$ cat src/rtl/mem_arbiter_if.sv
// mem_arbiter_if: requester-side and RAM-side signals of the byte-serial memory arbiter
interface mem_arbiter_if #(
  parameter int ADDR_W = 32
);
  logic              if_req;
  logic [ADDR_W-1:0] if_addr;
  logic              if_flush;
  logic              if_done;
  logic [31:0]       if_data;
  logic              mem_req;
  logic              mem_we;
  logic [1:0]        mem_len;
  logic [ADDR_W-1:0] mem_addr;
  logic [31:0]       mem_wdata;
  logic              mem_done;
  logic [31:0]       mem_rdata;
  logic [7:0]        ram_din;
  logic [7:0]        ram_dout;
  logic [ADDR_W-1:0] ram_a;
  logic              ram_wr;
  modport slave (
    input  if_req, if_addr, if_flush, mem_req, mem_we, mem_len, mem_addr, mem_wdata, ram_din,
    output if_done, if_data, mem_done, mem_rdata, ram_dout, ram_a, ram_wr
  );
  modport master (
    output if_req, if_addr, if_flush, mem_req, mem_we, mem_len, mem_addr, mem_wdata, ram_din,
    input  if_done, if_data, mem_done, mem_rdata, ram_dout, ram_a, ram_wr
  );
endinterface

$ cat src/rtl/mem_arbiter.sv
// mem_arbiter: shares one byte-wide RAM port between fetch and load/store (MEM wins), optional fetch abort under IF_ABORT_EN
module mem_arbiter #(
  parameter int ADDR_W  = 32,
  parameter int RAM_LAT = 1
) (
  input logic          clk,
  input logic          rst,
  mem_arbiter_if.slave bus
);
  typedef enum logic [1:0] {IDLE, RD, WR, DONE} state_t;
  state_t            state_q, state_d;
  logic              own_mem_q, own_mem_d;
  logic [ADDR_W-1:0] base_q, base_d, ram_a_q, ram_a_d;
  logic [2:0]        cnt_q, cnt_d, n_q, n_d, nxt;
  logic [31:0]       wdata_q, wdata_d, buf_q, buf_d;
  logic [31:0]       if_data_q, if_data_d, mem_rdata_q, mem_rdata_d;
  logic [7:0]        ram_dout_q, ram_dout_d, wbyte;
  logic              ram_wr_q, ram_wr_d, if_done_q, if_done_d, mem_done_q, mem_done_d;
  logic              flush;

  if (RAM_LAT != 1) begin : g_bad_lat
    $error("mem_arbiter supports RAM_LAT == 1 only");
  end

`ifdef IF_ABORT_EN
  assign flush = bus.if_flush;
`else
  logic unused_flush;
  assign flush = 1'b0;
  assign unused_flush = bus.if_flush;
`endif

  // Grant, byte sequencing, read-data assembly and abort handling
  always_comb begin
    state_d = state_q;
    own_mem_d = own_mem_q;
    base_d = base_q;
    cnt_d = cnt_q;
    n_d = n_q;
    wdata_d = wdata_q;
    buf_d = buf_q;
    if_data_d = if_data_q;
    mem_rdata_d = mem_rdata_q;
    ram_dout_d = ram_dout_q;
    ram_a_d = '0;
    ram_wr_d = 1'b0;
    if_done_d = 1'b0;
    mem_done_d = 1'b0;
    nxt = cnt_q + 3'd1;
    wbyte = 8'(wdata_q >> {nxt, 3'b000});
    case (state_q)
      IDLE: begin
        if (bus.mem_req || (bus.if_req && !flush)) begin
          own_mem_d = bus.mem_req;
          base_d = bus.mem_req ? bus.mem_addr : bus.if_addr;
          n_d = !bus.mem_req ? 3'd4 : bus.mem_len == 2'd0 ? 3'd1 : bus.mem_len == 2'd1 ? 3'd2 : 3'd4;
          wdata_d = bus.mem_wdata;
          cnt_d = '0;
          buf_d = '0;
          state_d = (bus.mem_req && bus.mem_we) ? WR : RD;
          ram_a_d = base_d;
          ram_wr_d = bus.mem_req && bus.mem_we;
          ram_dout_d = ram_wr_d ? bus.mem_wdata[7:0] : ram_dout_q;
        end
      end
      RD: begin
        if (cnt_q != 3'd0) buf_d = buf_q | (32'(bus.ram_din) << {cnt_q - 3'd1, 3'b000});
        if (cnt_q == n_q) begin
          state_d = DONE;
          if_done_d = !own_mem_q;
          mem_done_d = own_mem_q;
          if_data_d = own_mem_q ? if_data_q : buf_d;
          mem_rdata_d = own_mem_q ? buf_d : mem_rdata_q;
        end else begin
          cnt_d = nxt;
          ram_a_d = (nxt == n_q) ? '0 : base_q + ADDR_W'(nxt);
        end
      end
      WR: begin
        cnt_d = nxt;
        if (nxt == n_q) begin
          state_d = DONE;
          mem_done_d = 1'b1;
        end else begin
          ram_a_d = base_q + ADDR_W'(nxt);
          ram_wr_d = 1'b1;
          ram_dout_d = wbyte;
        end
      end
      default: state_d = IDLE;
    endcase
    if (flush && !own_mem_q && (state_q == RD || state_q == DONE)) begin
      state_d = IDLE;
      if_done_d = 1'b0;
      if_data_d = if_data_q;
      ram_a_d = '0;
    end
  end

  // State and registered outputs
  always_ff @(posedge clk) begin
    if (rst) begin
      state_q <= IDLE;
      own_mem_q <= 1'b0;
      base_q <= '0;
      cnt_q <= '0;
      n_q <= '0;
      wdata_q <= '0;
      buf_q <= '0;
      if_data_q <= '0;
      mem_rdata_q <= '0;
      ram_dout_q <= '0;
      ram_a_q <= '0;
      ram_wr_q <= 1'b0;
      if_done_q <= 1'b0;
      mem_done_q <= 1'b0;
    end else begin
      state_q <= state_d;
      own_mem_q <= own_mem_d;
      base_q <= base_d;
      cnt_q <= cnt_d;
      n_q <= n_d;
      wdata_q <= wdata_d;
      buf_q <= buf_d;
      if_data_q <= if_data_d;
      mem_rdata_q <= mem_rdata_d;
      ram_dout_q <= ram_dout_d;
      ram_a_q <= ram_a_d;
      ram_wr_q <= ram_wr_d;
      if_done_q <= if_done_d;
      mem_done_q <= mem_done_d;
    end
  end

  assign bus.if_done = if_done_q;
  assign bus.if_data = if_data_q;
  assign bus.mem_done = mem_done_q;
  assign bus.mem_rdata = mem_rdata_q;
  assign bus.ram_dout = ram_dout_q;
  assign bus.ram_a = ram_a_q;
  assign bus.ram_wr = ram_wr_q;
endmodule

$ cat src/flat_wrapper.sv
// flat-port wrapper written by rule: the top's interface ports become plain ports
module mem_arbiter_flat 
#(
  parameter int ADDR_W  = 32,
  parameter int RAM_LAT = 1
)
  (clk, rst, bus_if_req, bus_if_addr, bus_if_flush, bus_mem_req, bus_mem_we, bus_mem_len, bus_mem_addr, bus_mem_wdata, bus_ram_din, bus_if_done, bus_if_data, bus_mem_done, bus_mem_rdata, bus_ram_dout, bus_ram_a, bus_ram_wr);
  mem_arbiter_if #(.ADDR_W(ADDR_W)) bus_i ();
  input logic clk;
  input logic rst;
  input wire logic [$bits(bus_i.if_req)-1:0] bus_if_req;
  input wire logic [$bits(bus_i.if_addr)-1:0] bus_if_addr;
  input wire logic [$bits(bus_i.if_flush)-1:0] bus_if_flush;
  input wire logic [$bits(bus_i.mem_req)-1:0] bus_mem_req;
  input wire logic [$bits(bus_i.mem_we)-1:0] bus_mem_we;
  input wire logic [$bits(bus_i.mem_len)-1:0] bus_mem_len;
  input wire logic [$bits(bus_i.mem_addr)-1:0] bus_mem_addr;
  input wire logic [$bits(bus_i.mem_wdata)-1:0] bus_mem_wdata;
  input wire logic [$bits(bus_i.ram_din)-1:0] bus_ram_din;
  output wire logic [$bits(bus_i.if_done)-1:0] bus_if_done;
  output wire logic [$bits(bus_i.if_data)-1:0] bus_if_data;
  output wire logic [$bits(bus_i.mem_done)-1:0] bus_mem_done;
  output wire logic [$bits(bus_i.mem_rdata)-1:0] bus_mem_rdata;
  output wire logic [$bits(bus_i.ram_dout)-1:0] bus_ram_dout;
  output wire logic [$bits(bus_i.ram_a)-1:0] bus_ram_a;
  output wire logic [$bits(bus_i.ram_wr)-1:0] bus_ram_wr;
  assign bus_i.if_req = bus_if_req;
  assign bus_i.if_addr = bus_if_addr;
  assign bus_i.if_flush = bus_if_flush;
  assign bus_i.mem_req = bus_mem_req;
  assign bus_i.mem_we = bus_mem_we;
  assign bus_i.mem_len = bus_mem_len;
  assign bus_i.mem_addr = bus_mem_addr;
  assign bus_i.mem_wdata = bus_mem_wdata;
  assign bus_i.ram_din = bus_ram_din;
  assign bus_if_done = bus_i.if_done;
  assign bus_if_data = bus_i.if_data;
  assign bus_mem_done = bus_i.mem_done;
  assign bus_mem_rdata = bus_i.mem_rdata;
  assign bus_ram_dout = bus_i.ram_dout;
  assign bus_ram_a = bus_i.ram_a;
  assign bus_ram_wr = bus_i.ram_wr;
  mem_arbiter #(.ADDR_W(ADDR_W), .RAM_LAT(RAM_LAT)) u_core (.clk(clk), .rst(rst), .bus(bus_i));
endmodule
$ cat config.mk
export PLATFORM = sky130hd
export DESIGN_NAME = mem_arbiter_flat
export DESIGN_NICKNAME = d
export VERILOG_FILES = /design/src/rtl/mem_arbiter_if.sv /design/src/rtl/mem_arbiter.sv /design/src/flat_wrapper.sv
export SDC_FILE = /design/constraint.sdc
export NUM_CORES = 1
export LEC_CHECK = 0
export ABC_AREA = 1
export BUFFER_PORTS_ARGS = -buffer_cell sky130_fd_sc_hd__buf_4
export CAP_MARGIN = 20
export CORE_ASPECT_RATIO = 0.8
export CORE_MARGIN = 1.5
export CORE_UTILIZATION = 40
export CTS_BUF_LIST = sky130_fd_sc_hd__clkbuf_2
export CTS_CLUSTER_SIZE = 12
export DETAILED_ROUTE_END_ITERATION = 7
export SYNTH_ARGS = -nofsm -noshare
export SYNTH_HDL_FRONTEND = slang
export SYNTH_SLANG_ARGS = --single-unit
export TNS_END_PERCENT = 1
$ cat constraint.sdc
create_clock -name clk -period 7.15 [get_ports clk]
set_input_delay 1.43 -clock clk [delete_from_list [all_inputs] [get_ports clk]]
set_output_delay 1.43 -clock clk [all_outputs]
set_load 0.01 [all_outputs]
==> results of run 1 <==
[Yosys cell counts (all sizes together)]
master,number
nor2,106
nand3,97
clkinv,1
a211oi,8
and2,3
a21oi,143
a21o,2
o22ai,8
fa,1
o21ai,127
nand4,6
xnor2,4
mux2,32
nand2,264
ha,11
and3,25
nor3,1
clkbuf,41
a31oi,21
dfxtp,212
inv,134
or2,3
o21a,14
xor2,13
buf,37
[worst min-delay path by stage]
stage,slack [ns],end,depth (start not counted)
6_report,0.45,u_core.wdata_q[20],2
5_1_grt,0.47,u_core.wdata_q[21],2
4_1_cts,0.45,u_core.wdata_q[12],2
3_5_place_dp,0.44,u_core.wdata_q[12],2
3_3_place_gp,0.43,u_core.wdata_q[12],2
2_1_floorplan,0.42,u_core.wdata_q[10],2
[power groups by stage]
| stage | logic (mW) | clock network, mW | registers [mW] |
|---|---|---|---|
| 6_report | 1.47 | 0.813 | 1.55 |
| 5_1_grt | 1.64 | 0.902 | 1.58 |
| 4_1_cts | 1.47 | 0.843 | 1.55 |
| 3_5_place_dp | 1.47 | 0 | 1.57 |
| 3_3_place_gp | 1.45 | 0 | 1.58 |
| 2_1_floorplan | 0.971 | 0 | 1.58 |
[routing by layer]
| layer | vias to the layer above | GRT usage | wire [um] |
|---|---|---|---|
| li1 | 4760 | - | - |
| met1 | 4233 | 0.3235 | 14340 |
| met2 | 285 | 0.3043 | 11300 |
| met3 | 42 | 0.04286 | 1979 |
| met4 | 2 | 0.05794 | 390 |
| met5 | - | 0 | 17 |
[kinds of logic (layout without fill, tap and decap cells)]
logic type	count (synthesis)	count (layout)	synth area share
compound gates	323	323	0.1818
xor+xnor	17	17	0.01603
fa+ha+maj	12	12	0.01616
buf+inv	213	456	0.08863
flops	212	212	0.4351
mux	32	32	0.03694
other cells	0	1	0
simple gates	505	505	0.2254
[state kept, by name, indices dropped and copies added (netlist names)]
name	count
u_core.base_q	32
u_core.buf_q	32
u_core.bus.if_data	32
u_core.bus.if_done	1
u_core.bus.mem_done	1
u_core.bus.mem_rdata	32
u_core.bus.ram_a	32
u_core.bus.ram_dout	8
u_core.bus.ram_wr	1
u_core.cnt_q	3
u_core.n_q	3
u_core.own_mem_q	1
u_core.state_q	2
u_core.wdata_q	32
[layout make-up]
cell class              instances  area, um^2  share of cell area
multi-input cells             889        4653              0.3885
flip-flops and latches        212        4244              0.3544
repair buffers                226        1697              0.1417
inverters                     135       506.7             0.04231
well taps                     312       390.4             0.03259
clock buffers                  73       365.4             0.03051
clock inverters                22       117.6            0.009820
diodes                          1       2.502           0.0002089
[worst max-delay path, stage by stage, from the launching register on]
cell and delay [ns]:
dfxtp_1 0.86, inv_2 0.45, ha_1 0.90, fa_1 0.34, nand3_1 0.09, nand2_1 0.19, nand3_1 0.19, nor2_1 0.43
nand2_1 0.10, nand2_1 0.09, nand3_2 0.08, a21oi_2 0.15
[through the flow]
stage	power [mW]	std cells	hold slack (ns)	setup slack, ns	area [um^2]
3_5_place_dp	3.042	1774	0.4362	3.245	11490
2_1_floorplan	2.550	1314	0.4236	4.583	9754
4_1_cts	3.866	1869	0.4517	3.135	11970
6_report	3.833	1870	0.4517	3.141	11980
3_3_place_gp	3.025	1774	0.4323	3.285	11490
5_1_grt	4.119	1870	0.4734	2.777	11980
==> metrics.md, run 1 <==
| Metric | Value |
|---|---|
| Outcome | completed |
| Post-DRT Antenna Nets | 0 |
| H-tree Lvls | 2 |
| Post-CTS setup buffers | 0 |
| DRC | 0 |
| Initial antenna violation count | 2 |
| Largest net degree at the start of global routing | 84 |
| Synthesis Warnings | 0 |
| Worst r2r src | u_core.cnt_q[0] |
| Maximum clock frequency | 0.2494 GHz |
| Drt first pass iters | 5 |
| Synth cell types | 41 |
| Crit path required time | 7.83 ns |
| Worst Setup End Kind | flop |
| Clock Pin Slew Worst Setup and Hold Paths | 0.11 ns |
| NetSw | 1.616 mW |
| Die Wd | 177.6 um |
| Mean Syn Cell Area | 7.423 um^2 |
| Die H | 142.7 um |
| Worst VDD drop | 0.0001676 V |
| Critical Path End | u_core.bus.ram_a[24] |
| Clock Tree Buf Depth | 3 |
| Worst hold path class | reg2reg |
| Num rows | 50 |
| Setup Skew | 0.07652 ns |
| GRT Util Overall | 0.2139 |
| Max-Cap Viols | 0 |
| Sequential element share of the synthesized area | 0.4351 |
| Flop2flop setup slack | 3.14 ns |
| Yosys top cell area share | 0.4351 |
| Min Tclk post-route | 4.009 ns |
| Number of global-route vias before repair | 8492 |
| CP Launch Type | flop |
| Hold_sp | u_core.wdata_q[20] |
| CP max FO | 29 |
| Worst Tran Pin Value | 1.060 ns |
| Die ar. | 25340 um^2 |
| CP Launch Point | u_core.cnt_q[0] |
| Vias per Instance | 4.985 |
| Gate power share | 0.383 |
| Top cells by area, synth | dfxtp_1, nand2_1, a21oi_1, o21ai_0, inv_1 |
| Critical Path AT | 4.69 ns |
| Syn_nets | 1438 |
| Final Core Density | 0.5065 |
| Clock Power Share | 0.212 |
| Core area | 23650 um^2 |
| First-pass GRT wire length | 43.41 mm |
| Initial cell density of the core | 0.4125 |
| CTS root buf | clkbuf_2 |
| Normalized max-slew margin | 0.2918 |
| Synthesized instance count | 1314 |
| Setup TNS | 0 ns |
| Crit Path Class | reg2reg |
| RSZ-0062 raised after global routing | false |
| Post-Syn Area | 9754 um^2 |
| Port bufs | 217 |
| Nets | 1641 |
| Power density cells | 320.1 nW/um^2 |
| Layout filler cell count | 2433 |
| Commonest non-fill, non-tap cell in the layout | nand2_1 |
| Post-cts hold buffer count | 0 |
| Flop pwr share | 0.405 |
| Via Count | 9322 |
| GP Congestion | 0.8509 |
| Proportion of layout cells with a drive suffix above 1 | 0.2434 |
| Clk sinks | 212 |
| LEAKAGE | 5.218 nW |
| CTS tree | done |
| Io pins | 219 |
| Number of buffers created by CTS | 53 |
| Initial DRC Count | 553 |
| Fin crit share | 0.5607 |
| Post-synthesis sequential element count | 212 |
| Routed len/inst | 14.99 um |
| Clock Latency Late Sink | 0.81 ns |
| Largest area contributor in the netlist | dfxtp_1 |
| Fin. Hold Viols | 0 |
| Commonest cells after routing, fill and taps aside | nand2_1, buf_4, dfxtp_1 |
| FF-to-FF End | u_core.bus.ram_a[24] |
| P_int | 2.217 mW |
| Layout Area Growth over Synthesis | 22.78% |
| Gr ovfl total | 0 |
| CTS resizes | 0 |
| Switching power share of the total | 0.4215 |
| Setup-failing EPs final | 0 |
| Routed wire length | 28.03 mm |
| Half-perimeter wire length after placement | 18.88 mm |
| Final Max Slew Viols | 0 |
| Reg2reg path depth | 11 |
(Power assumes the default switching activity.)
==> run 2, diff against run 1 <==
- clock period: 7.15 -> 3.2 ns (I/O delays scaled with it)
==> metrics.md, run 2 (same netlist as run 1, synthesis figures left out) <==
| Metric | Value |
|---|---|
| Critical Path AT | 3.30 ns |
| CP Launch Point | u_core.cnt_q[0] |
| Post-CTS setup buffers | 0 |
| PnR worst setup slack | 0.5237 ns |
| Worst r2r src | u_core.cnt_q[0] |
| Clk sinks | 212 |
| Initial cell density of the core | 0.4125 |
| Reg2reg path depth | 8 |
| Clock Tree Buf Depth | 3 |
| GP Congestion | 0.8358 |
| Vias per Instance | 4.999 |
| H-tree Lvls | 2 |
| Maximum clock frequency | 0.3736 GHz |
| Commonest cells after routing, fill and taps aside | nand2_1, buf_4, dfxtp_1 |
| Clock Power Share | 0.197 |
| Proportion of layout cells with a drive suffix above 1 | 0.2486 |
| DP Worst Slack | 0.5622 ns |
| Power density cells | 707.4 nW/um^2 |
| Crit path required time | 3.83 ns |
| Via Count | 9368 |
| Worst Tran Pin Value | 0.9886 ns |
| CTS tree | done |
| Commonest non-fill, non-tap cell in the layout | nand2_1 |
| Fin crit share | 0.8363 |
| Routed wire length | 28.34 mm |
| FF-to-FF End | u_core.bus.mem_rdata[22] |
| NetSw | 3.596 mW |
| Gr ovfl total | 0 |
| Min Tclk post-route | 2.676 ns |
| Nets | 1656 |
| Worst Setup End Kind | flop |
| Area after DPL | 11600 um^2 |
| Clock Pin Slew Worst Setup and Hold Paths | 0.10 ns |
| Layout Area Growth over Synthesis | 23.65% |
| Worst hold path class | in2reg |
| RSZ-0062 raised after global routing | false |
| Layout filler cell count | 2404 |
| Clock Latency Late Sink | 0.79 ns |
| Fin. Hold Viols | 0 |
| Num rows | 50 |
| Flop pwr share | 0.404 |
| Half-perimeter wire length after placement | 19.53 mm |
| Flop2flop setup slack | 0.52 ns |
| GRT Util Overall | 0.2170 |
| CP Launch Type | flop |
| Setup-failing EPs final | 0 |
| Number of buffers created by CTS | 54 |
| Routed len/inst | 15.12 um |
| First-pass GRT wire length | 43.92 mm |
| P_int | 4.937 mW |
| Setup Skew | 0.04289 ns |
| Crit Path Class | reg2reg |
| LEAKAGE | 5.276 nW |
| Gate power share | 0.399 |
| Die H | 142.7 um |
| Largest net degree at the start of global routing | 86 |
| Critical Path End | u_core.bus.mem_rdata[22] |
| Initial DRC Count | 586 |
| Die Wd | 177.6 um |
| Outcome | completed |
| CP max FO | 14 |
| Drt first pass iters | 5 |
| Switching power share of the total | 0.4214 |
| Post-DRT Antenna Nets | 0 |
| Port bufs | 217 |
| CTS root buf | clkbuf_2 |
| Io pins | 219 |
| Normalized max-slew margin | 0.3409 |
| Max-Cap Viols | 0 |
| Design Area, Final | 12060 um^2 |
| Worst hold margin | 0.07527 ns |
| DRC | 0 |
| Initial antenna violation count | 2 |
| Final Max Slew Viols | 0 |
| Core area | 23650 um^2 |
| Die ar. | 25340 um^2 |
| Worst VDD drop | 0.0003767 V |
| Number of global-route vias before repair | 8533 |
| Setup TNS | 0 ns |
## run 2: changes by cell type in the layout (fill, tap and decap cells not counted), moves of 3 or more
cell and change:
buf_12 +3, buf_4 +7, clkinv_1 -9, dlygate4sd3_1 +4
## run 2: what timing repair did
item / 4_1_cts / 5_1_grt
hold buffers: 4 / 0
hold endpoints to repair: 4 / 0
resized for setup: 0 / 0
## run 2: worst max-delay path, cell delays in order, from the launching register on
cell and delay, ns:
dfxtp_1 0.39, inv_2 0.16, ha_1 0.42, buf_4 0.23, inv_1 0.18, nand2_1 0.37, inv_1 0.23, a31oi_1 0.42
a31oi_1 0.14
## run 2: how the worst min path moves through the flow
| stage | start | to | slack [ns] | depth (start not counted) |
|---|---|---|---|---|
| final | bus_mem_wdata[24] | u_core.wdata_q[24] | 0.08 | 3 |
| after CTS | bus_mem_wdata[24] | u_core.wdata_q[24] | 0.001 | 3 |
| after global placement | u_core.wdata_q[12] | u_core.wdata_q[12] | 0.43 | 2 |
| after floorplan | u_core.wdata_q[10] | u_core.wdata_q[10] | 0.42 | 2 |
| after global routing | bus_mem_wdata[5] | u_core.wdata_q[5] | 0.05 | 3 |
| after detailed placement | u_core.wdata_q[8] | u_core.wdata_q[8] | 0.44 | 2 |
## run 2: final cells by class
type	count	area, um^2	area share
Tap cell	312	390.4	0.03237
Sequential cell	212	4244	0.3519
Clock inverter	12	50.05	0.004149
Timing Repair Buffer	240	1849	0.1533
Clock buffer	73	365.4	0.03029
Inverter	135	506.7	0.04201
Multi-Input combinational cell	889	4653	0.3858
Antenna cell	1	2.502	0.0002075
## run 2: power groups by stage
stage / Sequential (mW) / Clock (mW) / Combinational, mW
floorplan: 3.53 / 0 / 2.17
global placement: 3.50 / 0 / 3.36
detailed placement: 3.50 / 0 / 3.40
CTS: 3.45 / 1.75 / 3.42
global route: 3.51 / 1.87 / 3.81
finish: 3.45 / 1.68 / 3.40
## run 2: metal layers
metal | track usage | routed length (um) | share of wire | vias up
met3 | 0.04819 | 2236 | 0.079 | 39
met1 | 0.3197 | 14100 | 0.50 | 4231
met5 | 0 | 17 | 0.00060 | -
met2 | 0.3178 | 11670 | 0.41 | 314
li1 | - | - | - | 4782
met4 | 0.05307 | 318 | 0.011 | 2
## run 2: stage by stage
stage / power (mW) / utilization / instances
final: 8.533 / 0.5101 / 1874
after detailed placement: 6.895 / 0.4907 / 1784
after CTS: 8.612 / 0.5099 / 1873
after floorplan: 5.698 / - / 1314
after global placement: 6.857 / 0.4907 / 1784
after global routing: 9.198 / 0.5101 / 1874
==> run 3, diff against run 2 <==
- ABC_AREA: 1 -> 0
- clock period: 3.2 -> 2.7 ns (I/O delays scaled with it)
==> metrics.md, run 3 <==
| Metric | Value |
|---|---|
| Outcome | completed |
| Commonest non-fill, non-tap cell in the layout | buf_4 |
| Max-Cap Viols | 0 |
| Worst r2r src | u_core.cnt_q[1] |
| EDFF count, synth | 0 |
| Drt first pass iters | 5 |
| Fin crit share | 0.9433 |
| Fin. Hold Viols | 0 |
| Tot Pwr | 9.999 mW |
| Via Count | 8398 |
| Layout Area Growth over Synthesis | 32.91% |
| Hold_sp | bus_if_addr[9] |
| Critical path cell sequence | ha_2 > xnor2_1 > inv_1 > ha_1 > a21o_1 > nand4_1 > or4_4 > xor2_1 > o22ai_1 |
| H-tree Lvls | 2 |
| Crit Path Class | reg2reg |
| Worst Setup End Kind | flop |
| Worst hold path class | in2reg |
| Final Core Density | 0.5456 |
| Clock Pin Slew Worst Setup and Hold Paths | 0.10 ns |
| GP Congestion | 0.8421 |
| CTS tree | done |
| First-pass GRT wire length | 40.54 mm |
| PnR worst setup slack | 0.1530 ns |
| CP Launch Point | u_core.cnt_q[1] |
| Clock Latency Late Sink | 0.81 ns |
| Reg2reg path depth | 9 |
| Normalized max-slew margin | 0.4809 |
| Synthesis Warnings | 0 |
| Port bufs | 217 |
| Crit-path slowest cell | or4_4 |
| Half-perimeter wire length after placement | 17.07 mm |
| Power density cells | 845.3 nW/um^2 |
| CP max stage delay | 0.60 ns |
| Final Max Slew Viols | 0 |
| Crit path required time | 3.36 ns |
| Io pins | 219 |
| Proportion of layout cells with a drive suffix above 1 | 0.2650 |
| CP Launch Type | flop |
| Layout filler cell count | 2059 |
| Top cells by area, synth | dfxtp_1, a211oi_1, nor2_1, a21oi_1, nand2_1 |
| Die Wd | 169.8 um |
| Routed len/inst | 15.59 um |
| Vias per Instance | 5.181 |
| Worst Tran Pin Value | 0.7787 ns |
| Die ar. | 23160 um^2 |
| Setup Skew | 0.02343 ns |
| Initial DRC Count | 558 |
| ANT cells | 0 |
| Post-Syn Area | 8900 um^2 |
| CTS root buf | clkbuf_2 |
| Synthesized instance count | 1024 |
| Initial cell density of the core | 0.4105 |
| Ys flop type | dfxtp_1 |
| Ys async rst share | 0 |
| Initial antenna violation count | 0 |
| DP Worst Slack | 0.1684 ns |
| Clk sinks | 212 |
| Commonest cells after routing, fill and taps aside | buf_4, dfxtp_1, nor2_1 |
| Synth cell types | 48 |
| Post-synthesis sequential element count | 212 |
| Number of buffers created by CTS | 51 |
| Gr ovfl total | 0 |
| Core area | 21680 um^2 |
| Most frequent cell after synthesis | dfxtp_1 |
| Hold Path Stages | 3 |
| Min Tclk post-route | 2.547 ns |
| Num rows | 48 |
| Post-DRT Antenna Nets | 0 |
| RSZ-0062 raised after global routing | false |
| Area after DPL | 10840 um^2 |
| Number of global-route vias before repair | 7837 |
| Syn_nets | 1148 |
| Setup-failing EPs final | 0 |
| Largest area contributor in the netlist | dfxtp_1 |
| Clock Tree Buf Depth | 3 |
| Placed cell count | 1486 |
| Mean Syn Cell Area | 8.691 um^2 |
| Non-Filler Instances | 1621 |
| Yosys top cell area share | 0.4769 |
| Critical Path AT | 3.20 ns |
| Worst VDD drop | 0.0004562 V |
| Setup TNS | 0 ns |
| Synth top cells by count | dfxtp_1, nor2_1, nand2_1 |
| Largest net degree at the start of global routing | 126 |
| Routed wire length | 25.28 mm |
| Nets | 1415 |
| Maximum clock frequency | 0.3926 GHz |
| Design Area, Final | 11830 um^2 |
| Die H | 136.4 um |
| Worst hold margin | 0.07913 ns |
| GRT Util Overall | 0.2189 |
| Sequential element share of the synthesized area | 0.4769 |
| DRC | 0 |
| LEAKAGE | 4.730 nW |
| CP max FO | 4 |
## run 3: final timing paths
path / end / slack (ns)
worst max-delay path: u_core.bus.ram_a[26] / 0.15
worst min-delay path: u_core.bus.ram_a[9] / 0.08
worst max register to register: u_core.bus.ram_a[26] / 0.15
worst min register to register: u_core.wdata_q[20] / 0.46
## run 3: final cells by class
cell class / count / area [um^2] / share of cell area
clock buffer: 67 / 335.3 / 0.02835
sequential: 212 / 4245 / 0.3589
inverter: 14 / 52.55 / 0.004443
clock inverter: 16 / 116.4 / 0.009837
timing repair buffer: 296 / 2391 / 0.2021
multi-input combinational: 716 / 4313 / 0.3646
tap: 300 / 375.4 / 0.03173
## run 3: repair_timing
item / 4_1_cts / 5_1_grt
setup endpoints to repair: 0 / 4
endpoints found under the hold margin: 69 / 0
gates resized for setup: 0 / 5
hold buffers: 51 / 0
buffers inserted: 0 / 1
## run 3: power by group
| group | switching [mW] | internal (mW) | total [mW] |
|---|---|---|---|
| Clock | 1.26 | 0.859 | 2.12 |
| Combinational | 2.00 | 1.62 | 3.63 |
| Sequential | 0.465 | 3.79 | 4.26 |
| Total | 3.73 | 6.27 | 10.0 |
## run 3: kinds of logic (layout without fill, tap and decap cells)
logic type | after synthesis | count (layout) | synth area share
compound gates | 278 | 278 | 0.1978
xor+xnor | 29 | 29 | 0.03023
simple gates | 354 | 354 | 0.1725
flops | 212 | 212 | 0.4769
mux | 43 | 43 | 0.06158
buf+inv | 96 | 393 | 0.04330
fa+ha+maj | 12 | 12 | 0.01771
## run 3: metal layers
layer	vias up	track usage	share of wire
li1	4186	-	-
met2	257	0.3201	0.42
met3	44	0.05852	0.071
met4	0	0.06637	0.019
met5	-	0	0
met1	3911	0.3128	0.49
## run 3: worst max-delay path: cells and delay by family (launching register included)
family          cells  cell delay, ns
compound gates      2            0.22
xor+xnor            2            0.31
fa+ha+maj           2            0.53
buf+inv             1            0.08
flops               1            0.39
simple gates        2            0.88
